[src/rtl/mult_arb_pkg.sv]
// Shared types, default sizes and the round-robin pick helper for mult_arbiter.
package mult_arb_pkg;

    typedef enum logic [1:0] {
        IDLE = 2'd0,
        MUL  = 2'd1,
        HOLD = 2'd2
    } state_t;

    localparam int DEFAULT_NREQ = 4;
    localparam int DEFAULT_W    = 4;
    localparam int MAX_NREQ     = 8;

    // Lowest set bit at or above ptr; if none, lowest set bit overall.
    // Callers zero-pad the request vector above their own NREQ.
    function automatic logic [2:0] rr_pick(input logic [MAX_NREQ-1:0] vld,
                                           input logic [2:0]          ptr);
        logic [MAX_NREQ-1:0] masked;
        logic [2:0]          idx;
        logic                found;
        masked = vld & (8'hFF << ptr);
        idx    = '0;
        found  = 1'b0;
        for (int i = 0; i < MAX_NREQ; i++) begin
            if (!found && masked[i]) begin
                idx   = 3'(i);
                found = 1'b1;
            end
        end
        for (int i = 0; i < MAX_NREQ; i++) begin
            if (!found && vld[i]) begin
                idx   = 3'(i);
                found = 1'b1;
            end
        end
        return idx;
    endfunction

endpackage

[src/rtl/array_multiplier.sv]
// Combinational unsigned W x W array multiplier: shifted partial-product rows summed.
module array_multiplier #(
    parameter int W = 4
) (
    input  logic [W-1:0]   a,
    input  logic [W-1:0]   b,
    output logic [2*W-1:0] p
);

    logic [2*W-1:0] pp [W];

    generate
        for (genvar gi = 0; gi < W; gi++) begin : g_row
            assign pp[gi] = b[gi] ? ({{W{1'b0}}, a} << gi) : '0;
        end
    endgenerate

    // Accumulate the partial-product rows.
    always_comb begin
        p = '0;
        for (int i = 0; i < W; i++) begin
            p = p + pp[i];
        end
    end

endmodule

[src/rtl/mult_arbiter.sv]
// Round-robin arbiter sequencing NREQ requesters through one shared array multiplier.
module mult_arbiter
    import mult_arb_pkg::*;
#(
    parameter int NREQ = DEFAULT_NREQ,
    parameter int W    = DEFAULT_W,
    parameter int IDW  = $clog2(NREQ)
) (
    input  logic              clk,
    input  logic              rst_n,
    input  logic [NREQ-1:0]   req_valid,
    output logic [NREQ-1:0]   req_ready,
    input  logic [NREQ*W-1:0] req_a,
    input  logic [NREQ*W-1:0] req_b,
    output logic              res_valid,
    input  logic              res_ready,
    output logic [2*W-1:0]    res_p,
    output logic [IDW-1:0]    res_id,
    output logic              busy,
    output logic [7:0]        res_count
);

    state_t           state_q, state_d;
    logic [IDW-1:0]   ptr_q, ptr_d;
    logic [W-1:0]     op_a_q, op_a_d;
    logic [W-1:0]     op_b_q, op_b_d;
    logic [IDW-1:0]   id_q, id_d;
    logic [2*W-1:0]   res_p_q, res_p_d;
    logic [IDW-1:0]   res_id_q, res_id_d;
    logic             res_valid_q, res_valid_d;
    logic             busy_q, busy_d;
    logic [7:0]       res_count_q, res_count_d;

    logic [MAX_NREQ-1:0] vld_pad;
    logic [2:0]          pick;
    logic [IDW-1:0]      grant;
    logic [2*W-1:0]      product;

    // Shared datapath, fed only from the operand registers.
    array_multiplier #(.W(W)) u_mul (
        .a (op_a_q),
        .b (op_b_q),
        .p (product)
    );

    // Widen the request vector and pointer to the helper's fixed width.
    always_comb begin
        vld_pad             = '0;
        vld_pad[NREQ-1:0]   = req_valid;
        pick                = rr_pick(vld_pad, 3'(ptr_q));
        grant               = IDW'(pick);
    end

    // Next-state logic: grant in IDLE, load the product in MUL, handshake in HOLD.
    always_comb begin
        state_d     = state_q;
        ptr_d       = ptr_q;
        op_a_d      = op_a_q;
        op_b_d      = op_b_q;
        id_d        = id_q;
        res_p_d     = res_p_q;
        res_id_d    = res_id_q;
        res_count_d = res_count_q;
        req_ready   = '0;
        unique case (state_q)
            IDLE: begin
                if (|req_valid) begin
                    req_ready[grant] = 1'b1;
                    op_a_d           = req_a[grant*W +: W];
                    op_b_d           = req_b[grant*W +: W];
                    id_d             = grant;
                    ptr_d            = (grant == IDW'(NREQ-1)) ? '0 : grant + 1'b1;
                    state_d          = MUL;
                end
            end
            MUL: begin
                res_p_d  = product;
                res_id_d = id_q;
                state_d  = HOLD;
            end
            HOLD: begin
                if (res_ready) begin
                    res_count_d = res_count_q + 8'd1;
                    state_d     = IDLE;
                end
            end
            default: state_d = IDLE;
        endcase
        // Status outputs are registered from the state being entered.
        res_valid_d = (state_d == HOLD);
        busy_d      = (state_d != IDLE);
    end

    // All state, including the registered status outputs.
    always_ff @(posedge clk or negedge rst_n) begin
        if (!rst_n) begin
            state_q     <= IDLE;
            ptr_q       <= '0;
            op_a_q      <= '0;
            op_b_q      <= '0;
            id_q        <= '0;
            res_p_q     <= '0;
            res_id_q    <= '0;
            res_valid_q <= 1'b0;
            busy_q      <= 1'b0;
            res_count_q <= '0;
        end else begin
            state_q     <= state_d;
            ptr_q       <= ptr_d;
            op_a_q      <= op_a_d;
            op_b_q      <= op_b_d;
            id_q        <= id_d;
            res_p_q     <= res_p_d;
            res_id_q    <= res_id_d;
            res_valid_q <= res_valid_d;
            busy_q      <= busy_d;
            res_count_q <= res_count_d;
        end
    end

    assign res_valid = res_valid_q;
    assign res_p     = res_p_q;
    assign res_id    = res_id_q;
    assign busy      = busy_q;
    assign res_count = res_count_q;

endmodule
[config.mk]
export PLATFORM = sky130hd
export DESIGN_NAME = mult_arbiter
export DESIGN_NICKNAME = d
export VERILOG_FILES = /design/src/rtl/mult_arb_pkg.sv /design/src/rtl/array_multiplier.sv /design/src/rtl/mult_arbiter.sv
export SDC_FILE = /design/constraint.sdc
export NUM_CORES = 1
export LEC_CHECK = 0
export ABC_AREA = 1
export CAP_MARGIN = 10
export CORE_MARGIN = 2
export CORE_UTILIZATION = 48
export DETAILED_ROUTE_END_ITERATION = 10
export PLACE_DENSITY = 0.85
export SYNTH_ARGS = -nofsm -noshare
export SYNTH_HDL_FRONTEND = slang
export SYNTH_SLANG_ARGS = --single-unit
[constraint.sdc]
create_clock -name clk -period 3.49 [get_ports clk]
set_input_delay 0.8725 -clock clk [delete_from_list [all_inputs] [get_ports clk]]
set_output_delay 0.8725 -clock clk [all_outputs]
set_load 0.01 [all_outputs]
==> impl_metrics.env, run 1 <==
export IMPL_drv_slew=0
export IMPL_diodes=0
export IMPL_clkTransAtPathRegs_ps=60
export IMPL_finalHoldViolations=0
export IMPL_p_total_mw=2.299
export IMPL_worst_slew_pin_slew_ps=446.8
export IMPL_ant_nets=0
export IMPL_switchingPower_mw=0.9902
export IMPL_cp_end_kind="output pin"
export IMPL_cts_tree="yes"
export IMPL_ff_latch_area_sq_um=850.8
export IMPL_fillers=366
export IMPL_dp_hpwl_mm=3.947
export IMPL_finalCriticalPeriod_ps=3338
export IMPL_maxCapViolCount=0
export IMPL_fmax_mhz=299.6
export IMPL_worstPathRequired_ps=2620
export IMPL_outcome="complete, no violations"
export IMPL_routed_wl_mm=4.846
export IMPL_yosys_top_cells_area="dfrtp_1, nand2_1, inv_1, ha_1, nand3_1"
export IMPL_antenna_found_initial=0
export IMPL_cp_start_kind="primary input"
export IMPL_clock_sinks=34
export IMPL_cpMaxStageDelayCell="clkdlybuf4s50_1"
export IMPL_grt_setup_unrepaired="no"
export IMPL_coreArea_sq_um=4444
export IMPL_synth_cell_types=29
export IMPL_skew_ps=6.952
export IMPL_hp_class="register to register"
export IMPL_slew_headroom=0.7018
export IMPL_post_drt_wl_per_cell_um=11.62
export IMPL_p_sw_frac=0.4308
export IMPL_viasPerCell=4.873
export IMPL_power_share_sequential=0.312
export IMPL_drt_iter0_drc=67
export IMPL_cts_path_max_buffers=2
export IMPL_cts_hold_buf=0
export IMPL_ys_seq_area_frac=0.3765
export IMPL_synth_top_area_cell="dfrtp_1"
export IMPL_root_buffer="clkbuf_8"
export IMPL_path_class="primary input to output pin"
export IMPL_die_area_sq_um=5272
export IMPL_combPwrFrac=0.573
export IMPL_syn_area_sq_um=2260
export IMPL_vias=2032
export IMPL_static_leakage_power_nw=1.694
export IMPL_io_buffers=62
export IMPL_io_pins=63
export IMPL_syn_nets=344
export IMPL_cts_htree_levels=2
export IMPL_syn_inst=285
export IMPL_synth_top_area_share=0.3765
export IMPL_start_util=0.5084
export IMPL_grt_pass1_vias=2132
export IMPL_final_cell_mix="nand2_1, clkdlybuf4s50_1, inv_1"
export IMPL_p_per_area_nw_per_um2=739.6
export IMPL_grt_start_max_net_pins=35
export IMPL_ir_drop_mv=0.3101
export IMPL_grt_usage=0.2061
export IMPL_place_congestion=0.9259
export IMPL_synth_yosys_warnings=0
export IMPL_grt_overflow=0
export IMPL_drt_pass1_iter_count=5
export IMPL_syn_avg_cell_area_sq_um=7.929
export IMPL_intPower_mw=1.308
export IMPL_setup_viol=0
export IMPL_max_stage_delay_ps=430
export IMPL_drive_gt1_frac=0.1178
export IMPL_rows=24
export IMPL_fin_crit_sh=0.9564
export IMPL_die_w_um=72.61
export IMPL_worst_path_max_fanout=3
export IMPL_fin_nets=424
export IMPL_final_common_cell="nand2_1"
export IMPL_p_clk_frac=0.114
export IMPL_clk_latency_ps=280
export IMPL_synth_seq_cells=34
export IMPL_cp_arrival_ps=2470
export IMPL_crit_chain="clkdlybuf4s50_1 > a21oi_1 > o31ai_2 > nand2_2 > buf_4 > ha_1 > inv_1 > nor2_1 > dlygate4sd2_1"
export IMPL_place_ws_ps=-182.4
export IMPL_post_cts_buffers=0
export IMPL_multi_input_area_sq_um=1170
export IMPL_cts_buffers=5
export IMPL_grt_pass1_wl_mm=8.562
export IMPL_drc=0
export IMPL_final_setup_worst_slack_ps=152.3
export IMPL_dieHeight_um=72.61
export IMPL_syn_to_final_growth_pct=37.54
critical path, delay by kind of cell:
family / cells / cell delay (ps)
AOI/OAI and AO/OA: 2 / 380
adders and majority gates: 1 / 140
buffers and inverters: 4 / 870
and+or+nand+nor: 2 / 190
final cells by class:
type / instances / share of cell area
Clock buffer: 5 / 0.02214
Clock inverter: 2 / 0.003221
Inverter: 55 / 0.06643
Multi-Input combinational cell: 191 / 0.3764
Sequential cell: 34 / 0.2738
Tap cell: 52 / 0.02093
Timing Repair Buffer: 78 / 0.2371
power by group through the flow:
| stage | Clock [mW] | Combinational, mW | Sequential [mW] |
|---|---|---|---|
| after global placement | 0 | 1.27 | 0.714 |
| final | 0.263 | 1.32 | 0.718 |
| after global routing | 0.290 | 1.49 | 0.743 |
| after floorplan | 0 | 0.826 | 0.733 |
| after detailed placement | 0 | 1.32 | 0.720 |
| after CTS | 0.272 | 1.33 | 0.719 |
cell usage after synthesis:
cell type / instances
a21oi_1: 6
a21oi_4: 1
a22o_1: 1
buf_2: 1
buf_4: 1
buf_6: 1
buf_8: 1
clkbuf_1: 1
dfrtp_1: 34
fa_1: 5
ha_1: 15
inv_1: 52
inv_2: 3
mux2_2: 1
nand2_1: 79
nand2_2: 6
nand2_4: 2
nand3_1: 35
nand4_4: 1
nor2_1: 10
nor2_2: 4
nor2_8: 1
nor3_1: 1
o211ai_1: 5
o21ai_0: 7
o31ai_1: 1
or2_1: 1
xnor2_1: 3
xor2_1: 6
routing by layer:
| layer | part of all wire | up-vias | global-route usage |
|---|---|---|---|
| li1 | - | 1041 | - |
| met3 | 0.056 | 14 | 0.04006 |
| met1 | 0.41 | 899 | 0.2282 |
| met2 | 0.51 | 78 | 0.3737 |
| met5 | 0 | - | 0 |
| met4 | 0.024 | 0 | 0.1029 |
per-stage QoR:
stage	util	instance area [sq um]	hold WS, ps	std cells	TNS (ps)
6_report	0.6993	3108	473.3	417	0
5_1_grt	0.6993	3108	508.4	417	0
4_1_cts	0.6988	3105	480.0	417	0
3_5_place_dp	0.6802	3023	464.7	410	-702.2
3_3_place_gp	0.6802	3023	453.8	410	-436.4
2_1_floorplan	-	2260	478.1	285	0
what timing repair did:
| action | in CTS | in global routing |
|---|---|---|
| pin swaps | 1 | 0 |
| setup endpoints to repair | 4 | 2 |
| gates resized for setup | 7 | 1 |
cells by family after synthesis:
kind of cell               Yosys count  share of synthesized area
muxes                                1                   0.004983
DFF                                 34                     0.3765
buffers and inverters               60                     0.1102
adders and majority gates           20                     0.1274
AOI/OAI and AO/OA                   21                    0.05981
xor gates and xnor gates             9                    0.03489
and+or+nand+nor                    140                     0.2863
flip-flops by register name (all words and copies together), names as in the netlist:
signal / cells
res_count: 8
res_p: 8
op_a_q: 4
op_b_q: 4
id_q: 2
ptr_q: 2
res_id: 2
state_q: 2
busy: 1
res_valid: 1
path summary, 6_finish.rpt:
path                                    from           end  slack (ps)  depth (start not counted)
min in group asynchronous              rst_n  res_count[2]         990                          2
worst max-delay path            req_valid[2]  req_ready[0]         150                          9
max in group asynchronous              rst_n      res_p[6]        2200                          2
worst max register to register     op_b_q[3]      res_p[7]         760                         10
worst min register to register      res_p[3]      res_p[3]         470                          2
worst min-delay path                res_p[3]      res_p[3]         470                          2
No activity file was read; power rests on OpenSTA's default activity.
==> run 2, diff against run 1 <==
- CORE_UTILIZATION: 48 -> 45
- PLACE_DENSITY: 0.85 -> 0.81
- clock period: 3.49 -> 3.95 ns (I/O delays scaled with it)
==> run 2 against run 1 <==
Flip-flop and latch count is the same. Critical path depth grew 1. Utilization shrank 5.1 points. Power shrank 12%. Non-clock buffer count shrank 8. Worst hold slack is essentially flat. First-iteration DRC count grew 6.0%. Combinational power shrank 15%. Register-to-register slack gained 460 ps. Design area shrank 0.24%. Largest power group unchanged. Highest routed layer unchanged.
==> impl_metrics.env, run 2 (synthesized netlist as in run 1, its figures left out) <==
export IMPL_p_clk_frac=0.131
export IMPL_fin_crit_sh=0.9757
export IMPL_cp_arrival_ps=2870
export IMPL_r2r_slack_ps=1220
export IMPL_clkTransAtPathRegs_ps=70
export IMPL_grt_pass1_wl_mm=7.721
export IMPL_final_common_cell="nand2_1"
export IMPL_die_w_um=74.86
export IMPL_place_congestion=0.8655
export IMPL_hp_class="register to register"
export IMPL_io_pins=63
export IMPL_p_total_mw=2.019
export IMPL_power_share_sequential=0.313
export IMPL_io_buffers=62
export IMPL_viasPerCell=4.654
export IMPL_dieHeight_um=74.86
export IMPL_finalCriticalPeriod_ps=3854
export IMPL_root_buffer="clkbuf_8"
export IMPL_drt_pass1_iter_count=4
export IMPL_dp_hpwl_mm=3.575
export IMPL_drive_gt1_frac=0.1034
export IMPL_intPower_mw=1.159
export IMPL_rows=25
export IMPL_drt_iter0_drc=71
export IMPL_worst_path_max_fanout=6
export IMPL_layout_cells_non_filler=425
export IMPL_fmax_mhz=259.5
export IMPL_syn_to_final_growth_pct=37.21
export IMPL_ir_drop_mv=0.3459
export IMPL_cp_end_kind="output pin"
export IMPL_grt_pass1_vias=1896
export IMPL_hold_slack_ps=473.5
export IMPL_outcome="complete, no violations"
export IMPL_p_sw_frac=0.4260
export IMPL_grt_start_max_net_pins=35
export IMPL_combPwrFrac=0.556
export IMPL_cts_path_max_buffers=2
export IMPL_antenna_found_initial=0
export IMPL_cts_tree="yes"
export IMPL_worstPathRequired_ps=2960
export IMPL_ff_latch_area_sq_um=850.8
export IMPL_cts_buffers=5
export IMPL_path_class="primary input to output pin"
export IMPL_diodes=0
export IMPL_fillers=418
export IMPL_grt_usage=0.1777
export IMPL_cp_start_kind="primary input"
export IMPL_vias=1978
export IMPL_post_cts_buffers=0
export IMPL_setup_tns_final_ps=0
export IMPL_maxCapViolCount=0
export IMPL_multi_input_area_sq_um=1174
export IMPL_die_area_sq_um=5604
export IMPL_switchingPower_mw=0.8601
export IMPL_finalHoldViolations=0
export IMPL_routed_wl_mm=4.426
export IMPL_drv_slew=0
export IMPL_clk_latency_ps=290
export IMPL_drc=0
export IMPL_slew_headroom=0.7159
export IMPL_fin_nets=416
export IMPL_grt_overflow=0
export IMPL_clock_sinks=34
export IMPL_p_per_area_nw_per_um2=651.2
export IMPL_cts_htree_levels=2
export IMPL_worst_slew_pin_slew_ps=425.7
export IMPL_post_drt_wl_per_cell_um=10.41
export IMPL_final_cell_mix="nand2_1, clkdlybuf4s50_1, inv_1"
export IMPL_dp_cells=417
export IMPL_coreArea_sq_um=4786
export IMPL_fin_util=0.6478
export IMPL_skew_ps=5.430
export IMPL_setup_viol=0
export IMPL_static_leakage_power_nw=1.691
export IMPL_ant_nets=0
export IMPL_start_util=0.4722
-- run 2: changes by cell type in the layout (fill, tap and decap cells not counted), sizes merged --
cell	delta
buf	-8
clkdlybuf4s50	+2
dlymetal6s2s	+3
clkbuf	+1
dlygate4sd2	-5
clkinv	-1
clkinvlp	+1
-- run 2: final cells by class --
type                    instances  share of cell area
well taps                      67             0.02704
clock inverters                 2            0.004036
clock buffers                   6             0.02663
repair buffers                 70              0.2228
multi-input cells             191              0.3785
flip-flops and latches         34              0.2744
inverters                      55             0.06659
-- run 2: timing repair --
item / CTS / global route
resized for setup: 0 / 7
hold buffers: 0 / 0
setup endpoints to repair: 0 / 4
-- run 2: worst paths after layout --
path / depth (start not counted) / from / to
max: 10 / req_valid[1] / req_ready[3]
min: 2 / res_p[3] / res_p[3]
max reg2reg: 10 / op_a_q[0] / res_p[7]
min reg2reg: 2 / res_p[3] / res_p[3]
max in group asynchronous: 2 / rst_n / busy
min in group asynchronous: 2 / rst_n / res_count[3]
-- run 2: critical path, cell delays in order --
cell	delay [ps]
clkdlybuf4s50_1	460
inv_2	100
nor2_4	40
a21oi_4	190
nand4_4	120
nand2_4	130
ha_1	150
inv_1	50
nor2_1	90
clkdlybuf4s50_1	540
-- run 2: power groups by stage --
stage	logic (mW)	registers, mW	clock network, mW
CTS	1.14	0.630	0.271
global placement	1.10	0.631	0
global route	1.30	0.654	0.285
detailed placement	1.13	0.635	0
floorplan	0.729	0.648	0
finish	1.12	0.632	0.264
-- run 2: layer usage --
metal  wire, um  vias up  part of all wire  global-route usage
met2       2011       74              0.45              0.2885
met4         81        0             0.018             0.07341
li1           -     1030                 -                   -
met3        316        9             0.071             0.04685
met1       2016      865              0.46              0.2250
met5          0        -                 0                   0
-- run 2: through the flow --
stage / instance area, sq um / setup slack, ps
after floorplan: 2260 / 992.9
after global placement: 2982 / 96.66
after detailed placement: 2982 / 6.376
after CTS: 3077 / 2.875
after global routing: 3100 / -1.201
final: 3100 / 95.94
==> run 3, diff against run 2 <==
- CTS_BUF_LIST: not set -> sky130_fd_sc_hd__clkbuf_16
==> run 3 against run 2 <==
Utilization is 0.97 points higher. Worst hold slack worse by 3.5 ps. Clock power is 39% higher. Critical endpoint unchanged.
==> impl_metrics.env, run 3 (synthesized netlist as in run 1, its figures left out) <==
export IMPL_grt_start_max_net_pins=35
export IMPL_cpMaxStageDelayCell="clkdlybuf4s50_1"
export IMPL_skew_ps=3.567
export IMPL_path_class="primary input to output pin"
export IMPL_fmax_mhz=259.4
export IMPL_root_buffer="clkbuf_16"
export IMPL_clock_sinks=34
export IMPL_cts_path_max_buffers=2
export IMPL_worstPathRequired_ps=2960
export IMPL_ir_drop_mv=0.3499
export IMPL_place_congestion=0.8655
export IMPL_fillers=417
export IMPL_syn_to_final_growth_pct=39.26
export IMPL_hold_slack_ps=470.0
export IMPL_cpMostUsedCell="clkdlybuf4s50_1"
export IMPL_rows=25
export IMPL_grt_pass1_wl_mm=7.935
export IMPL_cp_start_kind="primary input"
export IMPL_die_area_sq_um=5604
export IMPL_fin_nets=416
export IMPL_r2r_slack_ps=1220
export IMPL_cp_end_kind="output pin"
export IMPL_io_buffers=62
export IMPL_p_total_mw=2.131
export IMPL_coreArea_sq_um=4786
export IMPL_static_leakage_power_nw=1.711
export IMPL_clkTransAtPathRegs_ps=50
export IMPL_finalCriticalPeriod_ps=3854
export IMPL_setup_viol=0
export IMPL_placed_cell_area_sq_um=2982
export IMPL_viasPerCell=4.649
export IMPL_cp_arrival_ps=2870
export IMPL_drt_pass1_iter_count=4
export IMPL_grt_pass1_vias=1941
export IMPL_worst_slew_pin_slew_ps=436.3
export IMPL_crit_chain="clkdlybuf4s50_1 > inv_2 > nor2_4 > a21oi_4 > nand4_4 > nand2_4 > ha_1 > inv_1 > nor2_1 > clkdlybuf4s50_1"
export IMPL_hp_class="register to register"
export IMPL_io_pins=63
export IMPL_dieHeight_um=74.86
export IMPL_slew_headroom=0.7088
export IMPL_dp_hpwl_mm=3.575
export IMPL_outcome="complete, no violations"
export IMPL_post_drt_wl_per_cell_um=10.66
export IMPL_layout_cells_non_filler=425
export IMPL_worst_path_max_fanout=6
export IMPL_hp_start="res_p[3]"
export IMPL_ant_nets=0
export IMPL_clk_latency_ps=280
export IMPL_post_cts_buffers=0
export IMPL_fin_crit_sh=0.9758
export IMPL_rr_startpoint="op_a_q[0]"
export IMPL_grt_overflow=0
export IMPL_final_common_cell="nand2_1"
export IMPL_cts_tree="yes"
export IMPL_drt_iter0_drc=58
export IMPL_drv_slew=0
export IMPL_setup_tns_final_ps=0
export IMPL_routed_wl_mm=4.529
export IMPL_diodes=0
export IMPL_vias=1976
export IMPL_drc=0
export IMPL_start_util=0.4722
export IMPL_cts_htree_levels=2
export IMPL_finalHoldViolations=0
export IMPL_die_w_um=74.86
export IMPL_postLayoutCellArea_sq_um=3147
export IMPL_maxCapViolCount=0
export IMPL_final_cell_mix="nand2_1, clkdlybuf4s50_1, inv_1"
export IMPL_max_stage_delay_ps=540
export IMPL_dp_cells=417
export IMPL_grt_usage=0.1839
export IMPL_crit_path_start="req_valid[1]"
export IMPL_cts_buffers=5
export IMPL_cts_hold_buf=0
export IMPL_antenna_found_initial=0
export IMPL_drive_gt1_frac=0.1006
export IMPL_p_per_area_nw_per_um2=677.0
==> run 3: cell types whose count changed in the layout (fill, tap and decap cells not counted) <==
cell / before / now
clkbuf_8: 6 / 0
clkbuf_16: 0 / 5
clkinv_1: 0 / 1
==> run 3: final timing paths <==
path / cells after the start / endpoint
min in group asynchronous: 2 / res_count[3]
setup reg to reg: 10 / res_p[7]
hold reg to reg: 2 / res_p[3]
hold / removal: 2 / res_p[3]
setup / recovery: 10 / req_ready[3]
max in group asynchronous: 2 / op_b_q[3]
==> run 3: repair_timing <==
action,in CTS,in global routing
resized for setup,0,7
hold endpoints to repair,0,0
endpoints found under the setup margin,0,4
==> run 3: cell type report <==
type,count,area [sq um],share of cell area
clock inverters,3,16.27,0.005169
clock buffers,5,125.1,0.03976
flip-flops and latches,34,850.8,0.2704
repair buffers,70,690.7,0.2195
well taps,67,83.83,0.02664
multi-input cells,191,1174,0.3730
inverters,55,206.4,0.06561
==> run 3: report_power, final <==
group | internal [mW] | switching, mW | total (mW)
combinational | 0.517 | 0.611 | 1.13
sequential | 0.504 | 0.131 | 0.636
clock | 0.230 | 0.138 | 0.367
total | 1.25 | 0.880 | 2.13
==> run 3: worst max-delay path: cells and delay by family <==
| family | cells | cell delay (ps) |
|---|---|---|
| AOI/OAI and AO/OA | 1 | 190 |
| adders and majority gates | 1 | 150 |
| buffers and inverters | 4 | 1150 |
| and+or+nand+nor | 4 | 380 |
==> run 3: per-layer routing <==
layer / GRT usage / wire length, um / vias up
met3: 0.05087 / 339 / 7
li1: - / - / 1027
met5: 0 / 0 / -
met4: 0.07341 / 78 / 0
met2: 0.3031 / 2082 / 74
met1: 0.2287 / 2028 / 868
==> run 3: through the flow <==
stage / setup slack [ps] / utilization
after global routing: -1.201 / 0.6575
after floorplan: 992.9 / -
after global placement: 96.66 / 0.6230
after detailed placement: 6.376 / 0.6230
final: 95.67 / 0.6575
after CTS: 2.875 / 0.6525
